File: src/rtl/cc_pkg.sv
// Shared types and constants for the cc game controller: FSM states and the
// obstacle-row LFSR definition.
package cc_pkg;

  typedef enum logic [1:0] {
    IDLE = 2'd0,
    PLAY = 2'd1,
    OVER = 2'd2
  } state_e;

  localparam logic [7:0] LFSR_SEED  = 8'hA5;
  localparam int         LFSR_TAP_A = 7;
  localparam int         LFSR_TAP_B = 5;
  localparam int         LFSR_TAP_C = 4;
  localparam int         LFSR_TAP_D = 3;

  // Fibonacci step: shift left, feedback into bit 0.
  function automatic logic [7:0] lfsr_next(input logic [7:0] l);
    return {l[6:0], l[LFSR_TAP_A] ^ l[LFSR_TAP_B] ^ l[LFSR_TAP_C] ^ l[LFSR_TAP_D]};
  endfunction

endpackage

File: src/rtl/cc_lfsr.sv
// 8-bit pseudo-random source for obstacle rows; seeds on reset and steps
// only when enabled so the sequence is tied to game ticks.
module cc_lfsr
  import cc_pkg::*;
(
  input  logic       clk,
  input  logic       reset,
  input  logic       en,
  output logic [7:0] q
);

  logic [7:0] lfsr_q;

  always_ff @(posedge clk) begin
    if (reset) begin
      lfsr_q <= LFSR_SEED;
    end else if (en) begin
      lfsr_q <= lfsr_next(lfsr_q);
    end
  end

  assign q = lfsr_q;

endmodule

File: src/rtl/cc_game_ctrl.sv
// Game sequencer for the cc player column: FSM, step prescaler, scrolling
// obstacle field, collision detection and scoring.
module cc_game_ctrl
  import cc_pkg::*;
#(
  parameter int ROWS       = 8,
  parameter int DEPTH      = 8,
  parameter int TICK_WIDTH = 7,
  parameter int GAP        = 4,
  parameter int WIN_SCORE  = 15
) (
  input  logic                                 clk,
  input  logic                                 reset,
  input  logic                                 start,
  input  logic [ROWS-1:0]                      player,
  output logic                                 active,
  output logic                                 over,
  output logic                                 win,
  output logic [$clog2(WIN_SCORE+1)-1:0]       score,
  output logic [DEPTH*ROWS-1:0]                field
);

  localparam int GAP_W   = (GAP > 1) ? $clog2(GAP) : 1;
  localparam int SCORE_W = $clog2(WIN_SCORE + 1);

  state_e                  state_q;
  logic                    start_q;
  logic                    active_q;
  logic                    over_q;
  logic                    win_q;
  logic [SCORE_W-1:0]      score_q;
  logic [DEPTH*ROWS-1:0]   field_q;
  logic [TICK_WIDTH-1:0]   presc_q;
  logic [GAP_W-1:0]        gap_q;

  logic                    start_rise;
  logic                    tick;
  logic                    hit;
  logic                    lfsr_en;
  logic [7:0]              lfsr_val;
  logic [ROWS-1:0]         ins_col;
  logic [DEPTH*ROWS-1:0]   field_d;
  logic [GAP_W-1:0]        gap_d;
  logic [SCORE_W-1:0]      score_d;

  assign start_rise = start & ~start_q;
  assign tick       = (presc_q == '0);
  assign hit        = |(field_q[ROWS-1:0] & player);
  assign lfsr_en    = (state_q == PLAY) && tick && !hit;

  cc_lfsr u_lfsr (
    .clk   (clk),
    .reset (reset),
    .en    (lfsr_en),
    .q     (lfsr_val)
  );

  // ROWS is a power of two, so the modulo selects the low log2(ROWS) bits.
  assign ins_col = (gap_q == '0) ? (ROWS'(1) << ({1'b0, lfsr_val} % 9'(ROWS)))
                                 : '0;

  for (genvar gi = 0; gi < DEPTH - 1; gi++) begin : g_shift
    assign field_d[gi*ROWS +: ROWS] = field_q[(gi+1)*ROWS +: ROWS];
  end
  assign field_d[(DEPTH-1)*ROWS +: ROWS] = ins_col;

  assign gap_d   = (gap_q == GAP_W'(GAP - 1)) ? '0 : gap_q + 1'b1;
  assign score_d = score_q + 1'b1;

  always_ff @(posedge clk) begin
    if (reset) begin
      state_q  <= IDLE;
      start_q  <= 1'b0;
      active_q <= 1'b0;
      over_q   <= 1'b0;
      win_q    <= 1'b0;
      score_q  <= '0;
      field_q  <= '0;
      presc_q  <= '0;
      gap_q    <= '0;
    end else begin
      start_q <= start;
      case (state_q)
        IDLE: begin
          if (start_rise) begin
            state_q  <= PLAY;
            active_q <= 1'b1;
            over_q   <= 1'b0;
            win_q    <= 1'b0;
            score_q  <= '0;
            field_q  <= '0;
            presc_q  <= '0;
            gap_q    <= '0;
          end
        end
        PLAY: begin
          presc_q <= presc_q + 1'b1;
          // A collision wins over a coincident tick: nothing moves or scores.
          if (hit) begin
            state_q <= OVER;
            over_q  <= 1'b1;
            win_q   <= 1'b0;
          end else if (tick) begin
            field_q <= field_d;
            gap_q   <= gap_d;
            if (field_q[ROWS-1:0] != '0) begin
              score_q <= score_d;
              if (score_d == SCORE_W'(WIN_SCORE)) begin
                state_q <= OVER;
                over_q  <= 1'b1;
                win_q   <= 1'b1;
              end
            end
          end
        end
        OVER: begin
          if (start_rise) begin
            state_q  <= IDLE;
            active_q <= 1'b0;
            over_q   <= 1'b0;
            win_q    <= 1'b0;
            score_q  <= '0;
            field_q  <= '0;
          end
        end
        default: state_q <= IDLE;
      endcase
    end
  end

  assign active = active_q;
  assign over   = over_q;
  assign win    = win_q;
  assign score  = score_q;
  assign field  = field_q;

endmodule

File: config.mk
export PLATFORM = sky130hd
export DESIGN_NAME = cc_game_ctrl
export DESIGN_NICKNAME = d
export VERILOG_FILES = /design/src/rtl/cc_pkg.sv /design/src/rtl/cc_lfsr.sv /design/src/rtl/cc_game_ctrl.sv
export SDC_FILE = /design/constraint.sdc
export NUM_CORES = 1
export LEC_CHECK = 0
export ABC_AREA = 0
export CAP_MARGIN = 20
export CORE_UTILIZATION = 50
export DETAILED_ROUTE_END_ITERATION = 8
export PLACE_DENSITY_LB_ADDON = 0.1
export SETUP_SLACK_MARGIN = 0.3
export SLEW_MARGIN = 20
export SYNTH_ARGS = -nofsm -noshare
export SYNTH_HDL_FRONTEND = slang
export SYNTH_SLANG_ARGS = --single-unit
File: constraint.sdc
create_clock -name clk -period 3.7 [get_ports clk]
set_clock_uncertainty 0.15 [all_clocks]
set_input_delay 0.555 -clock clk [delete_from_list [all_inputs] [get_ports clk]]
set_output_delay 0.555 -clock clk [all_outputs]
set_load 0.01 [all_outputs]
==> reports/results.ini <==
[synth]
seq_area_frac_synth_pct=48.6
synth_top_area_share_pct=48.6
synth_warnings=0
synth_edf_count=0
syn_area_per_cell_sq_um=8.06
syn_nets=482
yosys.area.top_type=dfxtp_1
synth-main-ff-cell=dfxtp_1
netlist-cell-type-count=44
syn_inst=465
async_flop_share_pct=0
syn-cell-area_sq_um=3750
synth_area_leaders=dfxtp_1 (49%), a21oi_1 (10%), nand3_1 (8.9%), nand2_1 (8.4%), clkbuf_1 (2.6%)
synth-seq-cells=91

[die]
placementRows=31
die_y_um=88.6
dieArea_sq_um=7850
core_area_sq_um=7250
io_pins=82
die_x_um=88.6
initial_core_util_pct=51.7

[clocking]
hold_buffers=0
h-tree-depth=3
clk_pin_slew_ps=90
cts_setup_buffers=0
clkLatencyLatePin_ps=360
clockBufferDepth=2
cts_sinks=91
cts_tree=yes
ctsResizeCount=0
numCtsBuffers=9
root_buffer=clkbuf_8

[cells_and_area]
final_util_pct=65.9
drive_above_1_share_pct=6.78
area_delta_synth_final_pct=27.4
fin_nets=543
fill_cells=646
num_antenna_cells=0

[worst_hold_path]
hold_path_class=reg2reg

[detailed_routing]
vias=3429
viasPerCell=5.44
wl_per_cell_um=14.2
drc=0
postRouteAntennaNets=0
routed_wl_um=8960
drt_iter0_drc=248
dr.pass1.iters=4

[worst_setup_path]
r2r_slack_ps=1120
setup.worst_path.class=reg2reg
end_kind=register
endpoint=field[1]
arrival_ps=2710
regToRegEndpoint=field[1]
rr_startpoint=state_q[0]
critPathLaunch=state_q[0]
critPathRequiredTime_ps=3830
ff2ff_path_depth=7
worstSetupStartpointType=register
cp_max_fo=68

[timing]
slew_headroom_pct=54.9
rsz0062_at_grt=no
drv_slew=0
worst_slew_pin_slew_ps=677
finalCriticalPeriod_ps=2580
fin_crit_sh_pct=69.7
hold_viol=0
setup_tns_ps=0
max_freq_mhz=388
finalSetupViolations=0

[pwr]
p_switching_uw=504
vdd_drop_max_mv=0.201
clockPowerShare_pct=36.2
pwr-share-seq_pct=53.9
total_power_mw=1.88
p_leak_nw=1.59
pwr-share-comb_pct=9.9
internal_power_mw=1.37
p_sw_share_pct=26.9
p_per_area_nw_per_um2=393

[place]
io_buffers=81
dp_hpwl_um=5850
gp_congestion=0.751

[global_routing]
grt-ovfl-total=0
grt_pass1_vias=2968
grt_pass1_wl_um=14200
grt_max_degree=69
antenna_found_initial=0
grt_usage_pct=23.3

[run_status]
status=finished, final reports clean

[job]
maxCapViolations=0

[worst min path at each step]
stage / start / endpoint / slack [ps] / cells after the start
after CTS: win / win / 310 / 2
after detailed placement: win / win / 300 / 2
final: win / win / 310 / 2
after floorplan: u_lfsr.q[6] / u_lfsr.q[7] / 290 / 2
after global routing: field[20] / field[20] / 340 / 2
after global placement: win / win / 310 / 2
[per-layer routing]
metal  vias up  wire, um  GRT usage (%)
li1       1729         -              -
met1      1610      4190           32.6
met2        84      4250           35.7
met3         6       454           3.73
met4         0        72           10.1
met5         -         0              0
[critical path, stage by stage (launching register included)]
cell and delay, ps:
dfxtp_2 330, buf_4 540, and4bb_2 370, a21oi_2 100, a21oi_4 130, buf_4 510
nand3_1 160, a21oi_1 180
[power by group through the flow]
| stage | Sequential [mW] | Clock [mW] | Combinational (mW) |
|---|---|---|---|
| 3_3_place_gp | 1.03 | 0 | 0.184 |
| 6_report | 1.01 | 0.679 | 0.187 |
| 2_1_floorplan | 1.03 | 0 | 0.141 |
| 5_1_grt | 1.01 | 0.736 | 0.205 |
| 3_5_place_dp | 1.03 | 0 | 0.186 |
| 4_1_cts | 1.01 | 0.694 | 0.187 |
[layout make-up]
type / count / area [sq um] / area share (%)
clock inverter: 6 / 71.3 / 1.49
clock buffer: 10 / 128 / 2.67
timing repair buffer: 86 / 843 / 17.7
tap: 99 / 124 / 2.59
inverter: 7 / 26.3 / 0.550
multi-input combinational: 331 / 1760 / 36.9
sequential: 91 / 1820 / 38.2
[logic make-up (layout without fill, tap and decap cells)]
kind of cell	after synthesis	after routing	share of synthesized area [%]
XOR/XNOR	5	5	1.17
flip-flops	91	91	48.6
AND/OR/NAND/NOR	204	204	25.7
adder cells (fa/ha/maj)	6	6	2.00
buffers and inverters	43	109	4.61
AO/OA/AOI/OAI	112	112	16.9
multiplexers	4	4	1.07
[layout by cell type, fill, tap and decap left out, drive strengths merged, types with 3 or more instances in the layout]
cell type and count:
xor2 3, a21oi 77, dfxtp 91, nor2b 3, mux2i 4, ha 6
buf 6, nand2 84, clkbuf 10, nor2 27, inv 10, a22oi 5
clkdlybuf4s50 80, o21ai 14, nand4 3, or4 3, nand3 67
[cell usage after synthesis, drive strengths merged (4+ instances only)]
cell    count
dfxtp      91
a21oi      77
mux2i       4
nor2       27
clkbuf     26
inv         7
buf        10
nand2      84
nand3      67
ha          6
a22oi       5
o21ai      14
[sequential cells by signal, summed over array words and instances, names as in the netlist]
signal    count
presc_q       7
start_q       1
score         4
field        64
active        1
gap_q         2
u_lfsr.q      8
over          1
state_q       2
win           1
[per-stage QoR]
step | hold slack [ps] | worst slack [ps] | area [sq um] | cells
floorplan | 290 | 1590 | 3750 | 465
global placement | 307 | 854 | 4580 | 614
detailed placement | 300 | 788 | 4580 | 614
CTS | 315 | 1110 | 4780 | 630
global route | 341 | 939 | 4780 | 630
finish | 314 | 1120 | 4780 | 630
No activity file was read; power rests on OpenSTA's default activity.
